**src/rtl/math_round_controller.sv**
```systemverilog
// rtl/math_round_controller.sv - timed binary-addition round controller fed by a 4-bit random generator
//
// Purpose: requests two operands from the random generator (enable_o pulses),
// captures them, then runs a timed round in which the player enters the sum.
// Judges each answer and keeps a saturating score over ROUNDS rounds.
//
// Optional feature macro: STREAK_BONUS_EN (adds streak counter, bonus points
// and the streak_active_o port).
//
// Ports:
//   clk_i           system clock
//   rst_ni          asynchronous active-low reset
//   start_i         one-cycle pulse, starts/restarts a game (IDLE/OVER only)
//   submit_i        one-cycle pulse, commits answer_i
//   tick_i          one-cycle 1 Hz enable
//   answer_i[4:0]   player's answer
//   number_i[3:0]   registered output of the random generator
//   enable_o        generator request, decoded from state only
//   operand_a_o     first captured operand
//   operand_b_o     second captured operand
//   time_left_o     seconds remaining in the round
//   score_o         saturating score
//   round_o         zero-based round index
//   correct_o       showing a correct result
//   wrong_o         showing a wrong or timed-out result
//   timed_out_o     showing a timed-out result
//   game_over_o     high in OVER
//   streak_active_o streak >= 2 (STREAK_BONUS_EN only)
module math_round_controller #(
  parameter int unsigned ROUNDS     = 8,
  parameter int unsigned TIME_LIMIT = 9,
  parameter int unsigned GAP_CYCLES = 3
) (
  input  logic       clk_i,
  input  logic       rst_ni,
  input  logic       start_i,
  input  logic       submit_i,
  input  logic       tick_i,
  input  logic [4:0] answer_i,
  input  logic [3:0] number_i,
  output logic       enable_o,
  output logic [3:0] operand_a_o,
  output logic [3:0] operand_b_o,
  output logic [3:0] time_left_o,
  output logic [7:0] score_o,
  output logic [3:0] round_o,
  output logic       correct_o,
  output logic       wrong_o,
  output logic       timed_out_o,
  output logic       game_over_o
`ifdef STREAK_BONUS_EN
  ,
  output logic       streak_active_o
`endif
);

  localparam logic [3:0] S_IDLE   = 4'd0;
  localparam logic [3:0] S_REQ_A  = 4'd1;
  localparam logic [3:0] S_CAP_A  = 4'd2;
  localparam logic [3:0] S_GAP    = 4'd3;
  localparam logic [3:0] S_REQ_B  = 4'd4;
  localparam logic [3:0] S_CAP_B  = 4'd5;
  localparam logic [3:0] S_PLAY   = 4'd6;
  localparam logic [3:0] S_RESULT = 4'd7;
  localparam logic [3:0] S_OVER   = 4'd8;

  localparam int GW = (GAP_CYCLES < 2) ? 1 : $clog2(GAP_CYCLES + 1);

  logic [3:0]    state_q, state_d;
  logic [GW-1:0] gap_q, gap_d;
  logic [3:0]    op_a_q, op_a_d;
  logic [3:0]    op_b_q, op_b_d;
  logic [3:0]    time_left_q, time_left_d;
  logic [7:0]    score_q, score_d;
  logic [3:0]    round_q, round_d;
  logic          correct_q, correct_d;
  logic          wrong_q, wrong_d;
  logic          timed_out_q, timed_out_d;

  logic [4:0]    sum;
  logic [1:0]    score_inc;
  logic [8:0]    score_add;
  logic [7:0]    score_sat;

`ifdef STREAK_BONUS_EN
  logic [1:0]    streak_q, streak_d;
  // Bonus applies when the streak was already >= 2 before this answer.
  assign score_inc = streak_q[1] ? 2'd2 : 2'd1;
`else
  assign score_inc = 2'd1;
`endif

  // Full 5-bit sum so 15+15=30 compares without truncation.
  assign sum       = {1'b0, op_a_q} + {1'b0, op_b_q};
  assign score_add = {1'b0, score_q} + {7'b0, score_inc};
  assign score_sat = score_add[8] ? 8'hFF : score_add[7:0];

  always_comb begin
    state_d     = state_q;
    gap_d       = gap_q;
    op_a_d      = op_a_q;
    op_b_d      = op_b_q;
    time_left_d = time_left_q;
    score_d     = score_q;
    round_d     = round_q;
    correct_d   = correct_q;
    wrong_d     = wrong_q;
    timed_out_d = timed_out_q;
`ifdef STREAK_BONUS_EN
    streak_d    = streak_q;
`endif
    case (state_q)
      S_IDLE, S_OVER: begin
        if (start_i) begin
          state_d = S_REQ_A;
          score_d = 8'd0;
          round_d = 4'd0;
`ifdef STREAK_BONUS_EN
          streak_d = 2'd0;
`endif
        end
      end
      S_REQ_A: state_d = S_CAP_A;
      S_CAP_A: begin
        // Generator updated number_i on the edge that ended REQ_A.
        op_a_d  = number_i;
        gap_d   = GW'(GAP_CYCLES);
        state_d = S_GAP;
      end
      S_GAP: begin
        if (gap_q <= GW'(1)) begin
          state_d = S_REQ_B;
        end else begin
          gap_d = gap_q - GW'(1);
        end
      end
      S_REQ_B: state_d = S_CAP_B;
      S_CAP_B: begin
        op_b_d      = number_i;
        time_left_d = 4'(TIME_LIMIT);
        state_d     = S_PLAY;
      end
      S_PLAY: begin
        // Submit has priority over a coincident tick.
        if (submit_i) begin
          state_d = S_RESULT;
          if (answer_i == sum) begin
            correct_d = 1'b1;
            score_d   = score_sat;
`ifdef STREAK_BONUS_EN
            if (streak_q != 2'd3) streak_d = streak_q + 2'd1;
`endif
          end else begin
            wrong_d = 1'b1;
`ifdef STREAK_BONUS_EN
            streak_d = 2'd0;
`endif
          end
        end else if (tick_i) begin
          if (time_left_q <= 4'd1) begin
            time_left_d = 4'd0;
            wrong_d     = 1'b1;
            timed_out_d = 1'b1;
            state_d     = S_RESULT;
`ifdef STREAK_BONUS_EN
            streak_d    = 2'd0;
`endif
          end else begin
            time_left_d = time_left_q - 4'd1;
          end
        end
      end
      S_RESULT: begin
        if (tick_i) begin
          correct_d   = 1'b0;
          wrong_d     = 1'b0;
          timed_out_d = 1'b0;
          if (round_q == 4'(ROUNDS - 1)) begin
            state_d = S_OVER;
          end else begin
            round_d = round_q + 4'd1;
            state_d = S_REQ_A;
          end
        end
      end
      default: state_d = S_IDLE;
    endcase
  end

  always_ff @(posedge clk_i or negedge rst_ni) begin
    if (!rst_ni) begin
      state_q     <= S_IDLE;
      gap_q       <= '0;
      op_a_q      <= 4'd0;
      op_b_q      <= 4'd0;
      time_left_q <= 4'd0;
      score_q     <= 8'd0;
      round_q     <= 4'd0;
      correct_q   <= 1'b0;
      wrong_q     <= 1'b0;
      timed_out_q <= 1'b0;
`ifdef STREAK_BONUS_EN
      streak_q    <= 2'd0;
`endif
    end else begin
      state_q     <= state_d;
      gap_q       <= gap_d;
      op_a_q      <= op_a_d;
      op_b_q      <= op_b_d;
      time_left_q <= time_left_d;
      score_q     <= score_d;
      round_q     <= round_d;
      correct_q   <= correct_d;
      wrong_q     <= wrong_d;
      timed_out_q <= timed_out_d;
`ifdef STREAK_BONUS_EN
      streak_q    <= streak_d;
`endif
    end
  end

  // Decoded from the state register so reset drops an in-flight request at once.
  assign enable_o    = (state_q == S_REQ_A) || (state_q == S_REQ_B);
  assign game_over_o = (state_q == S_OVER);
  assign operand_a_o = op_a_q;
  assign operand_b_o = op_b_q;
  assign time_left_o = time_left_q;
  assign score_o     = score_q;
  assign round_o     = round_q;
  assign correct_o   = correct_q;
  assign wrong_o     = wrong_q;
  assign timed_out_o = timed_out_q;
`ifdef STREAK_BONUS_EN
  assign streak_active_o = streak_q[1];
`endif

endmodule

```
**config.mk**
```make
export PLATFORM = sky130hd
export DESIGN_NAME = math_round_controller
export DESIGN_NICKNAME = d
export VERILOG_FILES = /design/src/rtl/math_round_controller.sv
export SDC_FILE = /design/constraint.sdc
export NUM_CORES = 1
export LEC_CHECK = 0
export ABC_AREA = 1
export CORE_UTILIZATION = 46
export DETAILED_ROUTE_END_ITERATION = 10
export GPL_ROUTABILITY_DRIVEN = 0
export PLACE_DENSITY = 0.76
export REMOVE_ABC_BUFFERS = 1
export SETUP_SLACK_MARGIN = 0.5
export SKIP_LAST_GASP = 1
export SYNTH_ARGS = -nofsm -noshare
export SYNTH_HDL_FRONTEND = slang
export SYNTH_SLANG_ARGS = --single-unit
```
**constraint.sdc**
```tcl
create_clock -name clk_i -period 1.9 [get_ports clk_i]
set_input_delay 0.475 -clock clk_i [delete_from_list [all_inputs] [get_ports clk_i]]
set_output_delay 0.475 -clock clk_i [all_outputs]
set_load 0.005 [all_outputs]
```
==> flow_summary.yaml, run 1 <==
status:
  status: "finished, violations left"
  violations: "negative setup slack"
critical_path:
  cp.arrival_ns: 2.34
  cp_max_fo: 8
  slowest_stage: "dfrtp_1"
  worstPathRequired_ns: 2.09
  end_kind: "flip-flop"
  worstSetupStartpointType: "flip-flop"
  r2r_slack_ns: -0.25
  max_stage_delay_ns: 0.40
  worst-setup-path-type: "reg2reg"
  critPathBufInv: 1
  crit_chain: "ha_2 > fa_2 > inv_1 > nand2_1 > nand3_1 > nand2_1 > nor2_2 > nand3_2 > nand2_4 > nand2_4 > nand2_2 > nand2_2"
  critPathTopFamily: "simple AND/OR/NAND/NOR gates"
sta:
  hold_ws_ns: 0.503
  finalSetupViolCount: 10
  finalHoldViolCount: 0
  slew_headroom: 0.713
  finalCritPeriodShare: 1.13
  timing.fmax_ghz: 0.465
  worst_pin_slew_ns: 0.430
  rsz0062_at_grt: "true"
  skew_ns: 0.0102
  fin_ws_ns: -0.248
  min_period_ns: 2.15
  maxSlewViolCount: 0
power_and_ir_drop:
  vdd_ir_drop_max_mv: 1.24
  internal_power_mw: 3.35
  comb_power_share: 0.688
  powerDensity_nw_per_um2: 1690
  p_leak_nw: 1.80
  clkPwrFrac: 0.117
  swShare: 0.446
  seqPwrFrac: 0.194
  netSwitchingPower_mw: 2.69
synthesis:
  synth.distinct_cells: 33
  synth.avg_cell_area_um2: 7.57
  synth-seq-area-share: 0.391
  synth-xor-area-share: 0.0124
  syn_inst: 279
  synth_compound_area_frac: 0.133
  synthesis.area_um2: 2110
  synth-adder-area-share: 0.0628
  ys_ff_latch: 33
  synth_warnings: 0
  synth_simple_gate_area_frac: 0.312
  muxShareOfSynthArea: 0.00533
  synth_top_family_by_area: "simple AND/OR/NAND/NOR gates"
finish:
  multi_input_area_um2: 1350
  layout_commonest_cell: "nand2_1"
  mostFrequentLayoutCells: "nand2_1, buf_4, inv_1, dfrtp_1, buf_6"
  fin_nets: 421
  fillers: 241
  final_util: 0.815
  area_delta_synth_final_pct: 69.3
  drive_gt1_frac: 0.402
  finish.instance_area_um2: 3570
  regArea_um2: 828
  antenna_cells: 0
global_routing:
  first_global_vias: 2382
  grt_max_degree: 34
  grt_usage: 0.284
  antenna_found_initial: 0
  grt_pass1_wl_um: 10900
  grt_remaining_overflow: 0
cts:
  clk_pin_slew_worst_paths_ns: 0.07
  hold_buffers: 0
  root_buffer: "clkbuf_8"
  htree_levels: 2
  clkSinkCount: 33
  clock_path_buffers: 2
  cts-buffers-inserted: 5
  cts_tree: "built"
  insertion_delay_ns: 0.30
routing:
  routed_wl_um: 8030
  antenna_left: 0
  vias: 2536
  avgRoutedWirePerCell_um: 17.8
  first_pass_iters: 5
  drc: 0
  dr.first_iter.drc_count: 251
  vias_per_cell: 5.64
floorplanning:
  initial_utilization: 0.482
  coreArea_um2: 4380
  ios: 43
  die_y_um: 69.8
  die_area_um2: 4870
  die_x_um: 69.8
  rows: 24
placed_design:
  hpwl_um: 3660
  dp_worst_setup_slack_ns: -0.0951
  post_dp_cell_area_um2: 2650
  io_buffers: 42
worst_hold_path:
  hold_path_class: "reg2reg"
job:
  cap_viol_max_count: 0
## repair_timing
| action | 4_1_cts | 5_1_grt |
|---|---|---|
| setup buffers | 43 | 17 |
| pin swaps | 17 | 14 |
| endpoints found under the setup margin | 54 | 44 |
| hold endpoints to repair | 0 | 0 |
| gates resized for setup | 121 | 70 |
| gates cloned | 1 | 0 |
## synthesized netlist by cell type
| cell | instances | share of area |
|---|---|---|
| buf_6 | 1 | 0.0053 |
| nand4_1 | 3 | 0.0089 |
| fa_1 | 1 | 0.0095 |
| nand3_1 | 22 | 0.052 |
| nand3_2 | 2 | 0.0095 |
| ha_1 | 9 | 0.053 |
| o21a_1 | 1 | 0.0036 |
| a21boi_2 | 1 | 0.0053 |
| nor3_4 | 2 | 0.015 |
| inv_2 | 4 | 0.0071 |
| xor2_1 | 2 | 0.0083 |
| nand3b_1 | 1 | 0.0036 |
| o21ai_0 | 25 | 0.059 |
| nor2_2 | 2 | 0.0059 |
| nand2_1 | 77 | 0.14 |
| a21oi_1 | 12 | 0.028 |
| a22oi_1 | 1 | 0.0036 |
| xnor2_1 | 1 | 0.0041 |
| o21ai_2 | 2 | 0.0083 |
| nor2_4 | 2 | 0.011 |
| nor2_1 | 15 | 0.027 |
| inv_1 | 40 | 0.071 |
| nor3_1 | 3 | 0.0071 |
| nand2_2 | 4 | 0.012 |
| nand2_4 | 3 | 0.016 |
| a21oi_4 | 1 | 0.0077 |
| mux2_2 | 1 | 0.0053 |
| or2_4 | 1 | 0.0041 |
| dfrtp_1 | 33 | 0.39 |
| o21ai_1 | 4 | 0.0095 |
| or2_2 | 1 | 0.0030 |
| a211oi_1 | 1 | 0.0036 |
| a21oi_2 | 1 | 0.0041 |
## metal layers
metal	vias up	GRT usage	wire length [um]
met2	129	0.497	4120
li1	1134	-	-
met5	-	0	0
met4	0	0.113	344
met1	1240	0.332	3070
met3	33	0.0698	492
## per-stage QoR
stage | setup TNS [ns] | instances | power (mW)
2_1_floorplan | 0 | 278 | 2.57
3_3_place_gp | -0.0726 | 381 | 3.38
3_5_place_dp | -0.702 | 381 | 3.49
4_1_cts | -0.784 | 433 | 4.92
5_1_grt | -3.21 | 450 | 6.33
6_report | -2.06 | 450 | 6.04
## flip-flops by register name (all words and copies together) (netlist names)
register     count
score_o          8
operand_a_o      4
operand_b_o      4
round_o          4
state_q          4
time_left_o      4
gap_q            2
correct_o        1
timed_out_o      1
wrong_o          1
## final timing paths
check                               to           start  cells after the start
max                         score_o[5]  operand_b_o[0]                     12
min                        timed_out_o     timed_out_o                      2
max reg2reg                 score_o[5]  operand_b_o[0]                     12
min reg2reg                timed_out_o     timed_out_o                      2
max in group asynchronous   score_o[2]          rst_ni                      2
min in group asynchronous     gap_q[1]          rst_ni                      2
## power groups by stage
stage | Sequential [mW] | Combinational, mW | Clock (mW)
global placement | 1.17 | 2.21 | 0
global route | 1.20 | 4.39 | 0.741
CTS | 1.14 | 3.09 | 0.693
floorplan | 1.17 | 1.40 | 0
detailed placement | 1.18 | 2.31 | 0
finish | 1.17 | 4.16 | 0.709
## kinds of logic (layout without fill, tap and decap cells)
family,count (synthesis),count (layout)
AOI/OAI and AO/OA,49,49
xor gates and xnor gates,3,3
adders and majority gates,10,10
buffers and inverters,45,163
DFF,33,33
muxes,1,1
and+or+nand+nor,138,139
## final cells by class
| class | count | area share |
|---|---|---|
| Multi-Input combinational cell | 202 | 0.378 |
| Clock buffer | 7 | 0.0242 |
| Sequential cell | 33 | 0.232 |
| Tap cell | 52 | 0.0182 |
| Inverter | 44 | 0.0539 |
| Clock inverter | 1 | 0.00840 |
| Timing Repair Buffer | 111 | 0.285 |
## worst register-to-register path, delay by kind of cell, from the launching register on
family / cells / cell delay, ns
simple gates: 9 / 0.99
flops: 1 / 0.40
buf+inv: 1 / 0.09
fa+ha+maj: 2 / 0.56
Note: power is estimated with default switching activity, not from simulation.
==> run 2: changes to the inputs <==
--- a/config.mk
+++ b/config.mk
@@ -6,10 +6,11 @@
 export NUM_CORES = 1
 export LEC_CHECK = 0
 export ABC_AREA = 1
-export CORE_UTILIZATION = 46
+export CAP_MARGIN = 20
+export CORE_UTILIZATION = 45
 export DETAILED_ROUTE_END_ITERATION = 10
 export GPL_ROUTABILITY_DRIVEN = 0
-export PLACE_DENSITY = 0.76
+export PLACE_DENSITY = 0.74
 export REMOVE_ABC_BUFFERS = 1
 export SETUP_SLACK_MARGIN = 0.5
 export SKIP_LAST_GASP = 1
==> flow_summary.yaml, run 2 (synthesis results as in run 1) <==
power_and_ir_drop:
  vdd_ir_drop_max_mv: 0.791
  powerDensity_nw_per_um2: 1580
  p_leak_nw: 1.69
  clkPwrFrac: 0.101
  seqPwrFrac: 0.215
  internal_power_mw: 2.92
  netSwitchingPower_mw: 2.38
  swShare: 0.450
  comb_power_share: 0.684
sta:
  hold_ws_ns: 0.510
  fin_tns_setup_ns: -0.599
  timing.fmax_ghz: 0.506
  skew_ns: 0.00751
  finalCritPeriodShare: 1.04
  finalSetupViolCount: 9
  min_period_ns: 1.97
  fin_ws_ns: -0.0745
  slew_headroom: 0.710
  rsz0062_at_grt: "true"
  finalHoldViolCount: 0
  maxSlewViolCount: 0
  worst_pin_slew_ns: 0.435
critical_path:
  end_kind: "flip-flop"
  worstSetupStartpointType: "flip-flop"
  worst-setup-path-type: "reg2reg"
  r2r_end: "score_o[1]"
  r2r_cells: 11
  cp.arrival_ns: 2.16
  cp_max_fo: 8
  startpoint: "operand_a_o[0]"
  crit_path_end: "score_o[1]"
  worstPathRequired_ns: 2.09
  r2r_slack_ns: -0.07
  worstReg2RegStart: "operand_a_o[0]"
finish:
  antenna_cells: 0
  mostFrequentLayoutCells: "nand2_1, buf_4, inv_1, dfrtp_1, buf_6"
  largest_reg_flops: 8
  drive_gt1_frac: 0.345
  fin_nets: 409
  finish.instance_area_um2: 3360
  area_delta_synth_final_pct: 59.0
  layout_commonest_cell: "nand2_1"
floorplanning:
  initial_utilization: 0.475
  ios: 43
  coreArea_um2: 4440
  die_area_um2: 4970
  die_x_um: 70.5
  die_y_um: 70.5
  rows: 24
cts:
  clk_pin_slew_worst_paths_ns: 0.07
  insertion_delay_ns: 0.30
  hold_buffers: 0
  clkSinkCount: 33
  htree_levels: 2
  root_buffer: "clkbuf_8"
  clock_path_buffers: 2
  cts-buffers-inserted: 5
  cts_tree: "built"
routing:
  antenna_left: 0
  met1_length_um: 2520
  wl_met2_um: 3370
  avgRoutedWirePerCell_um: 14.6
  drc: 10
  routed_wl_um: 6380
  first_pass_iters: 7
  vias: 2291
  vias_per_cell: 5.23
  dr.first_iter.drc_count: 163
  top_layer_used: "met4"
  route.met3.wl_um: 279
global_routing:
  grt_usage: 0.243
  grt_remaining_overflow: 0
  first_global_vias: 2124
  grt_pass1_wl_um: 9440
  grt_max_degree: 34
  antenna_found_initial: 0
job:
  cap_viol_max_count: 0
status:
  status: "finished, violations left"
  violations: "design-rule violations, negative setup slack"
placed_design:
  io_buffers: 42
  post_dp_cell_area_um2: 2650
  hpwl_um: 3480
  dp_worst_setup_slack_ns: -0.0684
worst_hold_path:
  hold_path_class: "reg2reg"
==> run 2: power groups by stage <==
| stage | Clock, mW | Combinational, mW | Sequential [mW] |
|---|---|---|---|
| after floorplan | 0 | 1.40 | 1.17 |
| after global placement | 0 | 2.20 | 1.18 |
| after global routing | 0.571 | 3.92 | 1.17 |
| after CTS | 0.529 | 2.94 | 1.12 |
| after detailed placement | 0 | 2.26 | 1.18 |
| final | 0.534 | 3.62 | 1.14 |
==> run 2: worst max-delay path, cell delays in order (launching register included) <==
cell and delay (ns):
dfrtp_1 0.38, ha_2 0.20, fa_2 0.53, nand2_1 0.05, nand2_1 0.08, nand3_2 0.09, nor2_4 0.12, nand3_4 0.10
nand2_4 0.11, nand2_4 0.08, nand2_1 0.08, nand2_1 0.04
==> run 2: timing repair <==
| action | CTS | global route |
|---|---|---|
| resized for setup | 119 | 49 |
| setup endpoints to repair | 55 | 44 |
| buffers inserted | 39 | 9 |
| pin swaps | 13 | 15 |
| gates cloned | 1 | 0 |
==> run 2: how the worst min path moves through the flow <==
stage | startpoint | end | depth (start not counted)
after floorplan | rst_ni | correct_o | 0
after global placement | wrong_o | wrong_o | 2
after detailed placement | wrong_o | wrong_o | 2
after CTS | timed_out_o | timed_out_o | 2
after global routing | timed_out_o | timed_out_o | 2
final | timed_out_o | timed_out_o | 2
==> run 2: cell type report <==
type	instances	area (um^2)
repair buffers	99	881
clock buffers	8	80.1
inverters	44	183
multi-input cells	202	1320
well taps	52	65.1
fillers	322	1090
flip-flops and latches	33	826
==> run 2: through the flow <==
| stage | util | power [mW] | cells |
|---|---|---|---|
| finish | 0.756 | 5.30 | 438 |
| global route | 0.756 | 5.65 | 438 |
| CTS | 0.707 | 4.59 | 429 |
| detailed placement | 0.597 | 3.44 | 381 |
| global placement | 0.597 | 3.37 | 381 |
| floorplan | - | 2.57 | 278 |
==> run 2: metal layers <==
layer,track usage,up-vias
met2,0.424,65
met5,0,-
met3,0.0534,20
met1,0.292,1088
met4,0.0975,0
li1,-,1118
==> run 3: changes to the inputs <==
--- a/config.mk
+++ b/config.mk
@@ -10,7 +10,7 @@
 export CORE_UTILIZATION = 45
 export DETAILED_ROUTE_END_ITERATION = 10
 export GPL_ROUTABILITY_DRIVEN = 0
-export PLACE_DENSITY = 0.74
+export PLACE_DENSITY_LB_ADDON = 0.1
 export REMOVE_ABC_BUFFERS = 1
 export SETUP_SLACK_MARGIN = 0.5
 export SKIP_LAST_GASP = 1
==> flow_summary.yaml, run 3 (synthesis results as in run 1) <==
status:
  status: "finished, violations left"
  violations: "design-rule violations, negative setup slack"
cts:
  cts_tree: "built"
  insertion_delay_ns: 0.29
  clkSinkCount: 33
  clk_pin_slew_worst_paths_ns: 0.07
  htree_levels: 2
  cts-buffers-inserted: 5
  hold_buffers: 0
  root_buffer: "clkbuf_8"
  clock_path_buffers: 2
sta:
  maxSlewViolCount: 0
  finalHoldViolCount: 0
  timing.fmax_ghz: 0.502
  hold_ws_ns: 0.528
  skew_ns: 0.00672
  finalSetupViolCount: 8
  worst_pin_slew_ns: 0.427
  min_period_ns: 1.99
  finalCritPeriodShare: 1.05
  slew_headroom: 0.715
  rsz0062_at_grt: "true"
  fin_ws_ns: -0.0908
critical_path:
  end_kind: "flip-flop"
  crit_path_end: "score_o[2]"
  worstReg2RegStart: "operand_a_o[0]"
  worstSetupStartpointType: "flip-flop"
  worst-setup-path-type: "reg2reg"
  r2r_end: "score_o[2]"
  cp_max_fo: 8
  worstPathRequired_ns: 2.08
  r2r_slack_ns: -0.09
  cp.arrival_ns: 2.17
  startpoint: "operand_a_o[0]"
  r2r_cells: 11
routing:
  drc: 9
  dr.first_iter.drc_count: 149
  first_pass_iters: 7
  avgRoutedWirePerCell_um: 13.6
  vias_per_cell: 5.15
  routed_wl_um: 6100
  vias: 2302
  antenna_left: 0
power_and_ir_drop:
  vdd_ir_drop_max_mv: 0.931
  powerDensity_nw_per_um2: 1580
  p_leak_nw: 1.74
  power_mw: 5.40
job:
  cap_viol_max_count: 0
global_routing:
  grt_max_degree: 34
  grt_pass1_wl_um: 9150
  antenna_found_initial: 0
  first_global_vias: 2096
  grt_remaining_overflow: 0
  grt_usage: 0.233
finish:
  fin_nets: 419
  mostFrequentLayoutCells: "nand2_1, buf_4, inv_1, dfrtp_1, buf_6"
  antenna_cells: 0
  largest_reg_flops: 8
  layout_commonest_cell: "nand2_1"
  final_util: 0.771
  finish.instance_area_um2: 3430
  drive_gt1_frac: 0.362
  area_delta_synth_final_pct: 62.2
floorplanning:
  die_y_um: 70.5
  ios: 43
  die_x_um: 70.5
  initial_utilization: 0.475
  rows: 24
  die_area_um2: 4970
  coreArea_um2: 4440
worst_hold_path:
  hold_path_class: "reg2reg"
placed_design:
  post_dp_cell_area_um2: 2670
  io_buffers: 42
  dp_worst_setup_slack_ns: -0.0862
  hpwl_um: 3450
## run 3: cell types whose count changed in the layout (fill, tap and decap cells not counted), sizes merged
cell | previous run | this run
clkbuf | 10 | 11
clkdlybuf4s15 | 15 | 17
dlygate4sd2 | 1 | 0
buf | 67 | 75
dlymetal6s2s | 0 | 1
clkdlybuf4s50 | 14 | 12
## run 3: where the power goes
part           internal, mW  switching (mW)  total, mW  leakage, nW
Sequential            0.954           0.189       1.14        0.420
Combinational          1.82            1.89       3.71         1.27
Clock                 0.288           0.261      0.548       0.0443
Total                  3.06            2.34       5.40         1.74
## run 3: worst min path at each step
stage                     slack, ns        start  cells past startpoint           to
after floorplan                0.18       rst_ni                      0    correct_o
after global placement         0.48      wrong_o                      2      wrong_o
final                          0.53    correct_o                      2    correct_o
after detailed placement       0.47      wrong_o                      2      wrong_o
after global routing           0.57     gap_q[0]                      1     gap_q[0]
after CTS                      0.52  timed_out_o                      2  timed_out_o
## run 3: what timing repair did
item / 4_1_cts / 5_1_grt
buffers inserted: 40 / 16
pin swaps: 10 / 13
cloned: 1 / 0
gates resized for setup: 104 / 60
endpoints found under the setup margin: 54 / 50
## run 3: layout make-up
type / instances / area, um^2
Fill cell: 299 / 1020
Clock buffer: 7 / 86.3
Inverter: 44 / 180
Timing Repair Buffer: 109 / 976
Tap cell: 52 / 65.1
Sequential cell: 33 / 826
Multi-Input combinational cell: 202 / 1290
## run 3: per-layer routing
| layer | wire, um | global-route usage | up-vias | share of wire |
|---|---|---|---|---|
| met5 | 0 | 0 | - | 0 |
| li1 | - | - | 1136 | - |
| met3 | 281 | 0.0476 | 15 | 0.046 |
| met4 | 134 | 0.0658 | 0 | 0.022 |
| met1 | 2620 | 0.284 | 1086 | 0.43 |
| met2 | 3060 | 0.415 | 65 | 0.50 |
## run 3: worst max-delay path: stages (launching register included)
cell and delay, ns:
dfrtp_1 0.40, ha_2 0.21, fa_2 0.54, nand2_2 0.05
nand2_2 0.06, nand3_2 0.07, nor2_2 0.11, nand3_2 0.11
nand2_4 0.14, nand2_8 0.08, nand2_1 0.06, nand2_1 0.04
## run 3: metrics by stage
step           std cells  TNS (ns)
2_1_floorplan        278         0
3_3_place_gp         383    -0.131
3_5_place_dp         383    -0.666
4_1_cts              431    -0.615
5_1_grt              447     -1.58
6_report             447    -0.696
